$ cat src/rtl/l2_request_scheduler_pkg.sv
// Shared configuration and types for the L2 request scheduler.
//   L2_NUM_PORTS   default number of requester ports
//   L2_SUB_ID_W    width of the per-requester transaction tag
//   L2_PORT_IDX_W  width of the port field carried in a memory ID
//   L2_ID_W        memory-side ID width = {port index, sub-ID}
//   wr_state_e     write-data ownership FSM states
//   l2_wr_beats()  number of write-data words a request carries
package l2_config_and_types;

  localparam int L2_NUM_PORTS  = 2;
  localparam int L2_SUB_ID_W   = 4;
  localparam int L2_PORT_IDX_W = $clog2(L2_NUM_PORTS);
  localparam int L2_ID_W       = L2_PORT_IDX_W + L2_SUB_ID_W;

  typedef enum logic [0:0] {
    WS_IDLE    = 1'b0,
    WS_WR_DATA = 1'b1
  } wr_state_e;

  // Reads carry no data; an AMO write carries one word; a plain write
  // carries burst_size+1 words.
  function automatic logic [5:0] l2_wr_beats(input logic       rnw,
                                             input logic       is_amo,
                                             input logic [4:0] size_m1);
    if (rnw)         return 6'd0;
    else if (is_amo) return 6'd1;
    else             return {1'b0, size_m1} + 6'd1;
  endfunction

endpackage

$ cat src/rtl/l2_rr_picker.sv
// Round-robin picker.
//   req_i      request mask of eligible ports
//   last_i     index of the most recently granted port
//   gnt_o      one-hot grant
//   gnt_idx_o  index of the granted port (the new pointer value)
//   gnt_vld_o  a grant was made
// The search starts at last_i+1 and wraps; NUM_PORTS is a power of two so
// the wrap is the natural overflow of a PIDX_W-bit index.
module l2_rr_picker #(
  parameter int NUM_PORTS = 2,
  localparam int PIDX_W   = $clog2(NUM_PORTS)
) (
  input  logic [NUM_PORTS-1:0] req_i,
  input  logic [PIDX_W-1:0]    last_i,
  output logic [NUM_PORTS-1:0] gnt_o,
  output logic [PIDX_W-1:0]    gnt_idx_o,
  output logic                 gnt_vld_o
);

  logic [PIDX_W-1:0] idx;

  always_comb begin
    gnt_vld_o = 1'b0;
    gnt_idx_o = '0;
    idx       = '0;
    // k = NUM_PORTS wraps to last_i itself, so the last granted port is
    // considered only after every other port.
    for (int k = 1; k <= NUM_PORTS; k++) begin
      idx = last_i + PIDX_W'(k);
      if (!gnt_vld_o && req_i[idx]) begin
        gnt_vld_o = 1'b1;
        gnt_idx_o = idx;
      end
    end
    gnt_o            = '0;
    gnt_o[gnt_idx_o] = gnt_vld_o;
  end

endmodule

$ cat src/rtl/l2_request_scheduler.sv
// L2 request scheduler: arbitrates NUM_PORTS requester queues onto a single
// registered memory request channel, steers the write-data stream of the
// write currently owning the data path, and fans read responses back out.
//   clk, rst_n                     clock, asynchronous active-low reset
//   req_*                          per-port request queue heads
//   req_pop                        one-hot dequeue of the granted request
//   wr_valid/wr_data/wr_be         per-port write-data queue heads
//   wr_read                        dequeue of the owning port's write word
//   mem_* (request)                registered request, mem_request_pop accepts
//   mem_wr_data*                   write-data stream, mem_wr_data_read accepts
//   mem_rd_id/mem_rd_data_valid    read response tag in
//   rd_valid/rd_sub_id             per-port read response strobe and tag
module l2_request_scheduler
  import l2_config_and_types::*;
#(
  parameter int NUM_PORTS = L2_NUM_PORTS,
  parameter int SUB_ID_W  = L2_SUB_ID_W
) (
  input  logic                               clk,
  input  logic                               rst_n,
  input  logic [NUM_PORTS-1:0]               req_valid,
  input  logic [NUM_PORTS-1:0][29:0]         req_addr,
  input  logic [NUM_PORTS-1:0]               req_rnw,
  input  logic [NUM_PORTS-1:0]               req_is_amo,
  input  logic [NUM_PORTS-1:0][4:0]          req_amo_type_or_burst_size,
  input  logic [NUM_PORTS-1:0][SUB_ID_W-1:0] req_sub_id,
  output logic [NUM_PORTS-1:0]               req_pop,
  input  logic [NUM_PORTS-1:0]               wr_valid,
  input  logic [NUM_PORTS-1:0][31:0]         wr_data,
  input  logic [NUM_PORTS-1:0][3:0]          wr_be,
  output logic [NUM_PORTS-1:0]               wr_read,
  output logic [29:0]                        mem_addr,
  output logic                               mem_rnw,
  output logic                               mem_is_amo,
  output logic [4:0]                         mem_amo_type_or_burst_size,
  output logic [L2_ID_W-1:0]                 mem_id,
  output logic                               mem_request_valid,
  input  logic                               mem_request_pop,
  output logic [31:0]                        mem_wr_data,
  output logic [3:0]                         mem_wr_data_be,
  output logic                               mem_wr_data_valid,
  input  logic                               mem_wr_data_read,
  input  logic [L2_ID_W-1:0]                 mem_rd_id,
  input  logic                               mem_rd_data_valid,
  output logic [NUM_PORTS-1:0]               rd_valid,
  output logic [SUB_ID_W-1:0]                rd_sub_id
);

  localparam int PIDX_W = $clog2(NUM_PORTS);

  // Control state
  logic                mreq_vld_q, mreq_vld_d;
  logic [PIDX_W-1:0]   last_q, last_d;
  wr_state_e           state_q;
  logic [PIDX_W-1:0]   owner_q;
  logic [4:0]          cnt_q;

  // Request payload (only meaningful while mreq_vld_q is set)
  logic [29:0]         maddr_q;
  logic                mrnw_q, mamo_q;
  logic [4:0]          msz_q;
  logic [L2_ID_W-1:0]  mid_q, mid_d;

  logic                wr_last_beat, wr_free, can_accept, wr_grant;
  logic [NUM_PORTS-1:0] elig, gnt;
  logic [PIDX_W-1:0]   gnt_idx;
  logic                gnt_vld;

  // Write requests may only be granted when the write-data path is free or
  // is being released by its final beat in this very cycle.
  assign wr_last_beat = (state_q == WS_WR_DATA) && mem_wr_data_read && (cnt_q == 5'd0);
  assign wr_free      = (state_q == WS_IDLE) || wr_last_beat;
  assign can_accept   = !mreq_vld_q || mem_request_pop;

  // rst_n in the mask keeps req_pop low while reset is held.
  always_comb begin
    for (int i = 0; i < NUM_PORTS; i++) begin
      elig[i] = rst_n && can_accept && req_valid[i] && (req_rnw[i] || wr_free);
    end
  end

  l2_rr_picker #(
    .NUM_PORTS (NUM_PORTS)
  ) u_picker (
    .req_i     (elig),
    .last_i    (last_q),
    .gnt_o     (gnt),
    .gnt_idx_o (gnt_idx),
    .gnt_vld_o (gnt_vld)
  );

  assign req_pop  = gnt;
  assign wr_grant = gnt_vld && !req_rnw[gnt_idx];

  always_comb begin
    mid_d                      = '0;
    mid_d[SUB_ID_W +: PIDX_W]  = gnt_idx;
    mid_d[SUB_ID_W-1:0]        = req_sub_id[gnt_idx];
  end

  assign mreq_vld_d = gnt_vld || (mreq_vld_q && !mem_request_pop);
  assign last_d     = gnt_vld ? gnt_idx : last_q;

  // Grant -> memory request register
  always_ff @(posedge clk or negedge rst_n) begin
    if (!rst_n) begin
      mreq_vld_q <= 1'b0;
      last_q     <= PIDX_W'(NUM_PORTS - 1);
    end else begin
      mreq_vld_q <= mreq_vld_d;
      last_q     <= last_d;
    end
  end

  always_ff @(posedge clk) begin
    if (gnt_vld) begin
      maddr_q <= req_addr[gnt_idx];
      mrnw_q  <= req_rnw[gnt_idx];
      mamo_q  <= req_is_amo[gnt_idx];
      msz_q   <= req_amo_type_or_burst_size[gnt_idx];
      mid_q   <= mid_d;
    end
  end

  // Payload reads as zero whenever no request is held, including in reset.
  assign mem_request_valid          = mreq_vld_q;
  assign mem_addr                   = mreq_vld_q ? maddr_q : '0;
  assign mem_rnw                    = mreq_vld_q && mrnw_q;
  assign mem_is_amo                 = mreq_vld_q && mamo_q;
  assign mem_amo_type_or_burst_size = mreq_vld_q ? msz_q : '0;
  assign mem_id                     = mreq_vld_q ? mid_q : '0;

  // Write-data ownership FSM. cnt_q holds beats remaining minus one, so the
  // beat accepted with cnt_q == 0 is the last one.
  always_ff @(posedge clk or negedge rst_n) begin
    if (!rst_n) begin
      state_q <= WS_IDLE;
      owner_q <= '0;
      cnt_q   <= '0;
    end else begin
      case (state_q)
        WS_IDLE: begin
          if (wr_grant) begin
            owner_q <= gnt_idx;
            cnt_q   <= req_is_amo[gnt_idx] ? 5'd0 : req_amo_type_or_burst_size[gnt_idx];
            state_q <= WS_WR_DATA;
          end
        end
        WS_WR_DATA: begin
          if (mem_wr_data_read) begin
            if (cnt_q == 5'd0) begin
              if (wr_grant) begin
                owner_q <= gnt_idx;
                cnt_q   <= req_is_amo[gnt_idx] ? 5'd0 : req_amo_type_or_burst_size[gnt_idx];
              end else begin
                state_q <= WS_IDLE;
              end
            end else begin
              cnt_q <= cnt_q - 5'd1;
            end
          end
        end
        default: state_q <= WS_IDLE;
      endcase
    end
  end

  always_comb begin
    mem_wr_data       = '0;
    mem_wr_data_be    = '0;
    mem_wr_data_valid = 1'b0;
    wr_read           = '0;
    if (state_q == WS_WR_DATA) begin
      mem_wr_data       = wr_data[owner_q];
      mem_wr_data_be    = wr_be[owner_q];
      mem_wr_data_valid = wr_valid[owner_q];
      wr_read[owner_q]  = mem_wr_data_read;
    end
  end

  // Read response fan-out
  always_comb begin
    rd_valid = '0;
    rd_valid[mem_rd_id[SUB_ID_W +: PIDX_W]] = mem_rd_data_valid;
  end

  assign rd_sub_id = mem_rd_id[SUB_ID_W-1:0];

endmodule

$ cat config.mk
export PLATFORM = sky130hd
export DESIGN_NAME = l2_request_scheduler
export DESIGN_NICKNAME = d
export VERILOG_FILES = /design/src/rtl/l2_request_scheduler_pkg.sv /design/src/rtl/l2_rr_picker.sv /design/src/rtl/l2_request_scheduler.sv
export SDC_FILE = /design/constraint.sdc
export NUM_CORES = 1
export LEC_CHECK = 0
export CAP_MARGIN = 10
export CORE_AREA = 2 2 100 102
export DETAILED_ROUTE_END_ITERATION = 7
export DIE_AREA = 0 0 102 104
export PLACE_DENSITY = 0.85
export REMOVE_ABC_BUFFERS = 1
export SLEW_MARGIN = 40
export SYNTH_ARGS = -nofsm -noshare
export SYNTH_HDL_FRONTEND = slang
export SYNTH_SLANG_ARGS = --single-unit
$ cat constraint.sdc
create_clock -name clk -period 4 [get_ports clk]
set_input_delay 0.8 -clock clk [delete_from_list [all_inputs] [get_ports clk]]
set_output_delay 0.8 -clock clk [all_outputs]
set_load 0.005 [all_outputs]
Yosys cells after proc, flatten, opt, wreduce, memory -nomap -nowiden
Cells that the tools add are included.
- flip-flop bits (word level): 51
- bits in latches: 0
- RAM bits: 0
- bits in read-only memories: 0
- bits of input ports: 168
- output and inout bits: 90
- word-level logic and storage cells: 102
- memories kept: 0
- add/subtract/negate cells: 2
- multipliers: 0
- div/mod/pow operators: 0
- magnitude comparators: 8
- equality and inequality tests: 2
- shift operators: 0
- multiplexer cells: 50
- bitwise operators: 4
- reduce and logical (&&, ||, !) cells: 26
- operator list (cell ; number):
    $mux 32 ; 3
    $mux 30 ; 3
    $mux 5 ; 8
    $mux 1 ; 24
    $mux 4 ; 5
    $logic_and 1x1->1 ; 15
    $lt 1x2->1 const B ; 5
    $pmux 5 s2 ; 1
    $and 2x2->2 ; 3
    $logic_not 5->1 ; 1
    $logic_or 1x1->1 ; 5
    $sub 5x1->5 const B ; 1
    $logic_not 1->1 ; 4
    $pmux 1 s2 ; 2
    $demux 1 s1 ; 3
    $ge 1x1->1 const B ; 3
    $mux 2 ; 1
    $ne 2x1->1 const B ; 1
    $ne 2x2->1 const B ; 1
    $reduce_and 2->1 ; 1
    $add 1x1->1 const B ; 1
    $not 1->1 ; 1

Longest topological paths before layout
- depth in word-level cells: 19
- mapped depth: 9
- depth with buffers taken out: 7

Cells and area by module
A second synthesis with hierarchy kept.
- cells, all modules: 296
- area, all modules: 3364.5 sq um
- by module, submodules not included (module ; times used ; cells an instance ; area each (sq um) ; seq. area each (sq um)):
    l2_request_scheduler ; 1 ; 291 ; 3331.9 ; 1487.7
    l2_rr_picker ; 1 ; 5 ; 32.5 ; 0.0

Worst setup path before layout
Ideal clock, no wire load.
- path kind: input to register
- start: input mem_wr_data_read
- end: register maddr_q[0], enable pin
- data arrival time: 2.568 ns
- required time: 3.604 ns
- path slack: 1.036 ns
- cell stages on the path: 5
- buffers on the path: 0
- path through: or3b_1 o211a_1 nor3b_1 a21oi_1 inv_1
- word-level cells in the longest chain between the ends: 11
- ends and longest elaborated chain (element ; line ; source):
    start: declaration ; l2_request_scheduler.sv:42 ; input logic mem_wr_data_read,
    $logic_and 1x1->1 * (2 in series) ; l2_request_scheduler.sv:71 ; assign wr_last_beat = (state_q == WS_WR_DATA) && mem_wr_data_read && (cnt_q == 5'd0);
    $logic_or 1x1->1 * ; l2_request_scheduler.sv:72 ; assign wr_free = (state_q == WS_IDLE) || wr_last_beat;
    $logic_or 1x1->1 ; l2_request_scheduler.sv:78 ; elig[i] = rst_n && can_accept && req_valid[i] && (req_rnw[i] || wr_free);
    $logic_and 1x1->1 ; l2_request_scheduler.sv:78 ;
    $mux 1 (not written as such) (2 in series) ; l2_rr_picker.sv:30 ; if (!gnt_vld_o && req_i[idx]) begin
    $mux 1 ; l2_rr_picker.sv:30 ;
    $logic_not 1->1 ; l2_rr_picker.sv:30 ;
    $logic_and 1x1->1 ; l2_rr_picker.sv:30 ;
    $mux 1 * ; l2_rr_picker.sv:30 ;
    net gnt_vld ; l2_request_scheduler.sv:67 ; logic gnt_vld;
    end signal: assignment ; l2_request_scheduler.sv:117 ; maddr_q <= req_addr[gnt_idx];
    end: declaration ; l2_request_scheduler.sv:59 ; logic [29:0] maddr_q;
The timed path passes the listed nets; every way through them passes the cells marked *. The select of a mux whose other input is x is not followed.
A chain may end at the register's enable or synchronous reset.

Worst setup path in the final report
- start: input mem_wr_data_read
- end: output req_pop[0]
- word-level cells in the longest chain between the ends: 16
- ends and longest elaborated chain (element ; line ; source):
    $logic_and 1x1->1 * (2 in series) ; l2_request_scheduler.sv:71 ;
    $logic_or 1x1->1 * ; l2_request_scheduler.sv:72 ;
    $logic_or 1x1->1 ; l2_request_scheduler.sv:78 ;
    $logic_and 1x1->1 ; l2_request_scheduler.sv:78 ;
    $mux 1 (not written as such) (2 in series) ; l2_rr_picker.sv:30 ;
    $mux 1 ; l2_rr_picker.sv:30 ;
    $logic_not 1->1 ; l2_rr_picker.sv:30 ;
    $logic_and 1x1->1 ; l2_rr_picker.sv:30 ;
    $mux 1 ; l2_rr_picker.sv:30 ;
    $lt 1x2->1 (not written as such) or $ge 1x1->1 (tied branches) ; l2_rr_picker.sv:36 ; gnt_o[gnt_idx_o] = gnt_vld_o;
    $logic_and 1x1->1 (not written as such) ; l2_rr_picker.sv:36 ;
    $mux 1 (not written as such) ; l2_rr_picker.sv:36 ;
    $demux 1 s1 ; - ;
    $and 2x2->2 (no line) * ; - ;
    end: declaration ; l2_request_scheduler.sv:27 ; output logic [NUM_PORTS-1:0] req_pop,
Every way passes the cells marked *; elsewhere a longest branch is shown, timed or not. The select of a mux whose other input is x is not followed.

==> reports/qor.yml <==
drt:
  wl_per_cell_microns: 17.5
  wl_microns: 12000
  avgViaCountPerCell: 4.77
  dr.pass1.iters: 4
  vias: 3266
  routed-wl-met2_microns: 6450
  drc: 0
  wl_met1_microns: 4750
  drtIter0Drc: 104
  top_layer: "met4"
  dr_wl_met3_microns: 545
  ant_nets: 0
critical_path:
  cp.arrival_ns: 3.10
  endpoint_kind: "output pin"
  crit_fanout: 5
  timing.rr.start: "cnt_q[2]"
  crit_path_start_kind: "input port"
  required_ns: 3.20
  cp-startpoint: "mem_wr_data_read"
  path_class: "input port to output pin"
grt:
  antenna_found_initial: 0
  grt_pass1_wl_microns: 18000
  grt_use_total: 0.219
  grt_max_degree: 48
  grt_pass1_vias: 3406
  grt-ovfl-total: 0
finish:
  fin_nets: 720
  layout-drive-gt1-share: 0.107
  final-seq-area_sq_um: 1490
  n_antenna_cell: 0
  fillerInstances: 796
  final_common_cell: "clkdlybuf4s50_1"
  multi_input_area_sq_um: 1830
  area_growth_pct: 79.8
  fin_util: 0.649
  final_cell_mix: "249 x clkdlybuf4s50_1, 45 x and2_1, 43 x mux2i_1, 43 x nor2b_1"
synthesis:
  async_flop_share: 0.176
  yosysTopAreaCell: "edfxtp_1"
  synth_edf_count: 42
  yosysWarnings: 0
  ys.flop_type: "edfxtp_1"
  ys_ff_latch: 51
  synth_cells: 310
  ys_types: 38
  synth_top_area_frac: 0.366
  syn_area_per_cell_sq_um: 11.1
  syn_area_sq_um: 3440
  synth.yosys.seq_area_share: 0.432
  synth.area.top_cells: "edfxtp_1 37%, mux2_2 14%, mux2i_1 12%, and2_1 8.2%, nor2b_1 7.8%"
clocking:
  cts_buffers: 5
  cts-htree-levels: 2
  hold_buffers: 0
  cts_setup_buffers: 0
  cts_root_buf: "clkbuf_8"
  clk_pin_slew_ns: 0.09
  clk_latency_ns: 0.30
  cts_tree: "done"
  clockBufferDepth: 2
  ctsResizeCount: 0
  cts_sinks: 51
die:
  initial_utilization: 0.361
  core-area_sq_um: 9550
  die_width_microns: 102
  die_h_microns: 104
  die_area_sq_um: 10600
  row_count: 36
  pin_count: 258
timing:
  setup_tns_ns: 0
  finalWorstSetupSlack_ns: 0.101
  period_minus_slack_ns: 3.90
  fin_worst_skew_ns: 0.00947
  finalSetupViolations: 0
  fin_crit_sh: 0.975
  report.final.slew_viol_count: 0
  worstMarginPinSlew_ns: 0.639
  maxSlewHeadroom: 0.574
  rsz0062_at_grt: "no"
  hold_viol: 0
  fmax_mhz: 256
hold_path:
  hp-class: "register to register"
  holdCritStartpoint: "last_q"
pwr:
  cellPowerDensity_nw_per_um2: 445
  ir_drop_uv: 188
  p_leak_nw: 2.29
flow_run:
  cap_viol_max_count: 0
placement:
  preCtsSetupSlack_ns: 0.0928
  place.gp.congestion: 0.811
  numPortBuffers: 249
  post-dp-hpwl_microns: 9690
run_status:
  status: "finished, final reports clean"
[state kept, by name (all words and copies together) (netlist names)]
name	cells
maddr_q	30
mid_q	5
msz_q	5
owner_q	1
mem_request_valid	1
mamo_q	1
cnt_q	5
mrnw_q	1
state_q	1
last_q	1
[final timing paths]
path	depth (start not counted)	to	slack (ns)
worst min-delay path	1	last_q	0.52
max in group asynchronous	2	last_q	2.83
worst max-delay path	7	req_pop[0]	0.10
min in group asynchronous	1	mem_request_valid	0.71
worst min register to register	1	last_q	0.52
worst max register to register	5	msz_q[1]	1.37
[cell usage after synthesis, drive strengths merged, types with 2 or more instances]
cell     n
a21oi    2
a221o    3
and2    45
and3     4
buf     11
clkbuf  12
dfrtp    8
edfxtp  42
ha       2
inv      6
mux2    42
mux2i   43
nand2    8
nand2b  11
nor2     5
nor2b   43
nor3     2
o21ai    5
[worst max-delay path, stage by stage]
cell and delay, ns:
clkdlybuf4s50_1 0.54, or3b_1 0.43, o211a_1 0.29, nor3b_1 0.28, a21oi_1 0.11, nor2_1 0.13, clkdlybuf4s50_1 0.51
[power breakdown]
group          internal [W]  switching (W)  total (W)
Clock              0.000250       0.000173   0.000423
Combinational      0.000945       0.000566    0.00151
Sequential         0.000711       0.000112   0.000823
[stage by stage]
stage | power, W | hold slack [ns] | instances | cell area [sq um]
CTS | 0.00279 | 0.523 | 684 | 6190
floorplan | 0.00152 | 0.481 | 287 | 3330
global placement | 0.00232 | 0.496 | 676 | 6060
global route | 0.00292 | 0.555 | 684 | 6190
finish | 0.00276 | 0.524 | 684 | 6190
detailed placement | 0.00236 | 0.510 | 676 | 6060
[per-layer routing]
layer	vias to the layer above	track usage
met1	1580	0.268
met5	-	0
li1	1565	-
met3	16	0.0403
met4	0	0.0524
met2	105	0.393
[cell families (layout without fill, tap and decap cells)]
group | after synthesis | after routing | synth area share
AO/OA/AOI/OAI | 19 | 19 | 0.0411
adder cells (fa/ha/maj) | 2 | 2 | 0.00726
buffers and inverters | 29 | 270 | 0.0403
multiplexers | 85 | 85 | 0.262
AND/OR/NAND/NOR | 124 | 124 | 0.217
flip-flops | 51 | 51 | 0.432
[cell type report]
class	instances	area share
repair buffers	256	0.413
multi-input cells	230	0.295
flip-flops and latches	51	0.240
well taps	133	0.0269
clock buffers	6	0.0117
clock inverters	2	0.00970
inverters	6	0.00364
Power figures use the tool's default switching activity.
